## config.mk

```make
export PLATFORM = sky130hd
export DESIGN_NAME = oam_dma_ctrl
export DESIGN_NICKNAME = d
export VERILOG_FILES = /design/src/rtl/oam_dma_ctrl.sv
export SDC_FILE = /design/constraint.sdc
export NUM_CORES = 1
export LEC_CHECK = 0
export CAP_MARGIN = 0
export CORE_AREA = 4 4 61 104
export DETAILED_ROUTE_END_ITERATION = 8
export DIE_AREA = 0 0 65 108
export PLACE_DENSITY_LB_ADDON = 0.3
export SKIP_CTS_REPAIR_TIMING = 1
export SLEW_MARGIN = 20
export SYNTH_ARGS = -nofsm -noshare
export SYNTH_HDL_FRONTEND = slang
export SYNTH_SLANG_ARGS = --single-unit
```

## constraint.sdc

```tcl
create_clock -name I_clock -period 1.7 [get_ports I_clock]
set_input_delay 0.255 -clock I_clock [delete_from_list [all_inputs] [get_ports I_clock]]
set_output_delay 0.255 -clock I_clock [all_outputs]
set_load 0.01 [all_outputs]
```

## src/rtl/oam_dma_ctrl.sv

```systemverilog
`timescale 1ns/1ps
// Sprite DMA engine and bus master mux: snoops CPU trigger writes, stalls the core, and copies a 256-byte page to the OAM port.
// Optional macro OAMDMA_ALIGN_EN inserts a get/put alignment cycle when the halt cycle lands on an odd CPU cycle.
module oam_dma_ctrl #(
  parameter int          CYCLE_CLKS = 12,
  parameter logic [15:0] DMA_REG    = 16'h4014,
  parameter logic [15:0] OAM_PORT   = 16'h2004
) (
  input  logic        I_clock,
  input  logic        I_reset,
  input  logic [15:0] I_addr,
  input  logic [7:0]  I_wr_data,
  input  logic        I_rdwr,
  input  logic [7:0]  I_rd_data,
  output logic [15:0] O_addr,
  output logic [7:0]  O_wr_data,
  output logic        O_rdwr,
  output logic        O_ready,
  output logic        O_busy
);

  localparam int DW = (CYCLE_CLKS > 1) ? $clog2(CYCLE_CLKS) : 1;

`ifdef OAMDMA_ALIGN_EN
  typedef enum logic [2:0] {IDLE, HALT, READ, WRITE, ALIGN} state_t;
  logic parity;
`else
  typedef enum logic [1:0] {IDLE, HALT, READ, WRITE} state_t;
`endif

  state_t        state;
  logic [DW-1:0] div;
  logic [7:0]    idx;
  logic [7:0]    page;
  logic [7:0]    data;
  logic          cyc_end;

  assign cyc_end = (div == DW'(CYCLE_CLKS - 1));

  always_ff @(posedge I_clock or posedge I_reset) begin
    if (I_reset) begin
      div     <= '0;
      state   <= IDLE;
      idx     <= 8'd0;
      page    <= 8'd0;
      data    <= 8'd0;
      O_ready <= 1'b1;
      O_busy  <= 1'b0;
`ifdef OAMDMA_ALIGN_EN
      parity  <= 1'b0;
`endif
    end else begin
      if (cyc_end) begin
        div <= '0;
`ifdef OAMDMA_ALIGN_EN
        parity <= ~parity;
`endif
      end else begin
        div <= div + DW'(1);
      end

      if (cyc_end) begin
        case (state)
          IDLE: begin
            if (!I_rdwr && (I_addr == DMA_REG)) begin
              page    <= I_wr_data;
              state   <= HALT;
              O_ready <= 1'b0;
              O_busy  <= 1'b1;
            end
          end
          HALT: begin
`ifdef OAMDMA_ALIGN_EN
            state <= parity ? ALIGN : READ;
`else
            state <= READ;
`endif
          end
`ifdef OAMDMA_ALIGN_EN
          ALIGN: state <= READ;
`endif
          READ: begin
            data  <= I_rd_data;
            state <= WRITE;
          end
          WRITE: begin
            idx <= idx + 8'd1;
            if (idx == 8'hFF) begin
              state   <= IDLE;
              O_ready <= 1'b1;
              O_busy  <= 1'b0;
            end else begin
              state <= READ;
            end
          end
          default: state <= IDLE;
        endcase
      end
    end
  end

  // Halt/align cycles pass the stalled core's held outputs straight through.
  always_comb begin
    O_addr    = I_addr;
    O_wr_data = I_wr_data;
    O_rdwr    = I_rdwr;
    case (state)
      READ: begin
        O_addr    = {page, idx};
        O_wr_data = data;
        O_rdwr    = 1'b1;
      end
      WRITE: begin
        O_addr    = OAM_PORT;
        O_wr_data = data;
        O_rdwr    = 1'b0;
      end
      default: ;
    endcase
  end

endmodule

```

After elaboration in Yosys (flattened, before gate mapping)
Index checks and enable logic that the tools add are counted.
- $add $sub $neg: 2
- multipliers: 0
- divide/modulo/power cells: 0
- magnitude comparators: 0
- equal/unequal tests: 8
- shifts and indexed selects: 0
- muxes and demuxes: 13
- bitwise gates (word level): 0
- reductions and logical operators: 10
- operators by type and width (kind ; number):
    case mux 16 bit (2 select lines) ; 1
    equality test 16 x 15 -> 1 bit (second input constant) ; 1
    adder 8 x 1 -> 8 bit (second input constant) ; 1
    equality test 8 bit (second input constant) ; 1
    2-to-1 mux 8 bit ; 1
    case mux 2 bit (4 select lines) ; 1
    case mux 1 bit (2 select lines) ; 3
    AND reduction 2 bit ; 3
    adder 4 x 1 -> 4 bit (second input constant) ; 1
    equality test 2 bit (second input constant) ; 2
    equality test 4 bit (second input constant) ; 1
    2-to-1 mux 1 bit ; 4
    2-to-1 mux 2 bit ; 2
    2-to-1 mux 4 bit ; 1
    inequality test 2 bit (second input constant) ; 2
    AND reduction 4 bit ; 1
    AND reduction 3 bit ; 1
    equality test 2 x 1 -> 1 bit (second input constant) ; 1
    zero test 2 bit ; 1
    nonzero test 2 bit ; 1
    OR reduction 2 bit ; 1
    logical AND 1 bit ; 1
    zero test 1 bit ; 1
- register bits after elaboration: 32
- latch bits: 0
- memory bits (writable): 0
- memory bits (read-only): 0
- input bits: 35
- memories: 0

Logic depth before layout (Yosys ltp)
- depth in word-level cells: 4
- mapped depth: 5
- depth with buffers taken out: 5

Worst setup path before layout
OpenSTA, ideal clock, no wires.
- path type: register to register
- start point: register state[0]
- end point: register page[0]
- setup time: 0.125 ns
- data arrival time: 1.713 ns
- required time: 1.575 ns
- slack: -0.138 ns
- stages on the path, launching flop included: 6
- clock period less this slack: 1.838 ns
- cells stage by stage: dfrtp_1 -> buf_6 -> nor4_4 -> nand3_2 -> nor4_4 -> mux2_2
- word-level cells in the longest chain between the ends: 2
- RTL lines (what ; line ; source):
    from (decl) ; 31 ; state_t state;
    from (signal assigned) ; 43 ; state <= IDLE;
    from (signal assigned) ; 67 ; state <= HALT;
    from (signal assigned) ; 76 ; state <= READ;
    zero test 2 bit ; 63 ; case (state)
    AND reduction 3 bit (no source line) ; n/a ;
    to (signal assigned) ; 66 ; page <= I_wr_data;
    to (decl) ; 34 ; logic [7:0] page;
Every way passes these cells.
A chain may end at the register's enable or synchronous reset.

Worst setup path in the final report
- start point: register state[1]
- end point: output port O_wr_data[1]
- word-level cells in the longest chain between the ends: 3
- elaborated cells between the ends (all ways): 4
- RTL lines (what ; line ; source):
    equality test 2 bit ; 107 ; case (state)
    OR reduction 2 bit (no source line) * ; n/a ;
    2-to-1 mux 8 bit * ; 107 ;
    to (decl) ; 16 ; output logic [7:0] O_wr_data,
Mark *: on every way between the ends. The rest lies on a longest branch, timed or not.

==> metrics.md <==
| Metric | Value |
|---|---|
| P_int | `1.42 mW` |
| Fin crit share | `1.08` |
| Initial antenna violation count | `0` |
| Routed WL per cell | `14.7 um` |
| Flop pwr share | `0.424` |
| First-pass iteration count of the detailed router | `4` |
| Total clock sinks | `32` |
| PwrDens | `616 nW/um^2` |
| Worst Path Required | `1440 ps` |
| Core Region | `5540 um^2` |
| Synth cell count leaders | `31 x dfrtp_1, 26 x mux2_2, 21 x nand2_1, 18 x inv_1, 11 x o22ai_1` |
| EDFF count, synth | `0` |
| Port Buf Inserts | `61` |
| RSZ-0062 raised after global routing | `true` |
| H-tree depth | `2` |
| Crit path max fanout | `14` |
| CP Launch Type | `register` |
| Via/cell ratio | `4.64` |
| Chip Width | `65 um` |
| Maximum clock path buffer count | `2` |
| Synth Warn # | `0` |
| Largest net degree at the start of global routing | `35` |
| Layout cells sized above 1 | `0.336` |
| Net Sw Frac | `0.210` |
| Gr ovfl total | `0` |
| Crit Path Class | `reg -> out` |
| Final hold vios | `0` |
| Rel. slew slack | `0.763` |
| Primary FF master, synth | `dfrtp_1` |
| Antenna Nets Post-Route | `0` |
| Unique masters post-synth | `30` |
| Net load switching power | `0.377 mW` |
| Mapped Area | `1700 um^2` |
| Core Util, Final | `0.527` |
| Cell count after synthesis | `164` |
| Routability cong. | `0.765` |
| Vias in the first global route | `1,593` |
| Period minus WS final | `1840 ps` |
| Synth area leaders | `dfrtp_1 46%, mux2_2 17%, nand2_1 4.6%, o22ai_1 4.1%, inv_1 4.0%` |
| CTS Root Cell | `clkbuf_8` |
| Status | `complete, but fails checks` |
| Yosys top cell by area | `dfrtp_1` |
| Final worst slack | `-135 ps` |
| Max-cap check violation count | `0` |
| Hold slack | `311 ps` |
| Final net count | `292` |
| Routed wire length | `4870 um` |
| Static leakage | `1.59 nW` |
| Effective utilization at floorplan | `0.306` |
| Clock power frac | `0.448` |
| Total Die Area | `7020 um^2` |
| Post-Syn Nets | `201` |
| Synthesis-stage register bit count | `32` |
| Clk_lat worst skew | `280 ps` |
| Max IR drop VDD | `471 uV` |
| DRC violation total after the first TritonRoute iteration | `19` |
| Sequential share of the synthesized area | `0.472` |
| Worst-case clock skew | `5.08 ps` |
| Top-count cell post-synth | `dfrtp_1` |
| Die H | `108 um` |
| Drt drc | `0` |
| Final setup vio count | `7` |
| P&R area growth vs syn | `71.8%` |
| Crit path from | `state[1]` |
| Async SR Flop Fraction | `1.00` |
| Num CTS Buffers | `5` |
| Clock-pin slew on the worst setup and hold paths | `70 ps` |
| Vias | `1,539` |
| Fillers | `506` |
| CP arrival | `1580 ps` |
| Min-Delay Path Class | `in -> async` |
| First-pass GRT wire length | `7400 um` |
| Slew @ Worst Pin | `354 ps` |
| Syn Area/Cell | `10.4 um^2` |
| Combinational share of power | `0.128` |
| Post-Place Setup Slack | `-438 ps` |
| I/O pins | `62` |
| Fin. max-slew vios | `0` |
| TritonCTS clock tree | `built` |
| Worst r2r src | `state[0]` |
| Crit path capture type | `output pin` |
| Failing checks | `setup timing` |
| Num rows | `36` |
| DP HPWL | `3580 um` |
| GR Util All Layers | `0.139` |
| Fmax | `545 MHz` |
| Post-synth top area share | `0.457` |
| Diodes inserted | `0` |
[kinds of logic after synthesis]
kind of cell | after synthesis | synth area share
AO/OA/AOI/OAI | 23 | 0.0855
XOR/XNOR | 8 | 0.0413
adder cells (fa/ha/maj) | 2 | 0.0147
buffers and inverters | 25 | 0.0597
flip-flops | 32 | 0.472
multiplexers | 26 | 0.172
AND/OR/NAND/NOR | 48 | 0.154
[power groups by stage]
stage | combinational [mW] | clock (mW) | sequential, mW
finish | 0.231 | 0.805 | 0.761
detailed placement | 0.244 | 0 | 0.776
CTS | 0.245 | 0.815 | 0.761
floorplan | 0.0617 | 0 | 0.776
global placement | 0.244 | 0 | 0.776
global route | 0.250 | 0.854 | 0.761
[critical path: stages, from the launching register on]
cell,delay (ps)
dfrtp_2,460
buf_12,170
buf_4,130
buf_4,140
mux2_2,260
clkbuf_2,130
[sequential cells by signal (all words and copies together) (netlist names)]
name     cells
data         8
idx          8
page         8
div          4
state        2
O_busy       1
O_ready      1
[layer usage]
| layer | track usage | up-vias | share of wire |
|---|---|---|---|
| li1 | - | 739 | - |
| met1 | 0.157 | 747 | 0.39 |
| met2 | 0.238 | 43 | 0.54 |
| met3 | 0.0353 | 10 | 0.048 |
| met4 | 0.0741 | 0 | 0.025 |
| met5 | 0 | - | 0 |
[stage by stage]
stage,cells,power (mW),TNS (ps),instance area [um^2]
2_1_floorplan,164,0.837,-511,1700
3_3_place_gp,318,1.02,-5250,2580
3_5_place_dp,318,1.02,-5400,2580
4_1_cts,326,1.82,-7980,2700
5_1_grt,332,1.86,-877,2920
6_report,332,1.80,-249,2920
[final timing paths]
kind                                end  slack (ps)  cells after the start
max                        O_wr_data[1]        -140                      5
min                              div[2]         310                      3
max reg2reg                     page[4]         -20                      5
min reg2reg                     O_ready         480                      2
max in group asynchronous       O_ready        1150                      3
min in group I_clock            O_ready         480                      2
[layout make-up]
cell class	instances	area, um^2	area share
well taps	76	95.1	0.0326
clock inverters	1	30.0	0.0103
flip-flops and latches	32	805	0.276
clock buffers	7	96.3	0.0330
multi-input cells	107	887	0.304
inverters	18	67.6	0.0232
repair buffers	91	937	0.321
[placed cells by master (no fill, tap or decap), types with 2 or more instances in the layout]
cell             netlist  final
a21oi_1                2      2
and3_1                 5      4
buf_12                 0      2
buf_2                  0      2
buf_4                  0     24
buf_6                  1      3
clkbuf_2               0      4
clkbuf_8               0      7
clkdlybuf4s50_1        0     24
dfrtp_1               31     29
dfrtp_2                0      2
dlymetal6s2s_1         0     31
inv_1                 18     18
mux2_2                26     18
mux2_4                 0      8
nand2_1               21     21
nand2b_1               2      2
nand3_1                2      2
nor2_1                 9      8
nor4_4                 2      2
o21ai_0                5      4
o22ai_1               11      9
o22ai_2                0      2
xnor2_1                4      4
xor2_1                 4      4
Power figures use the tool's default switching activity.
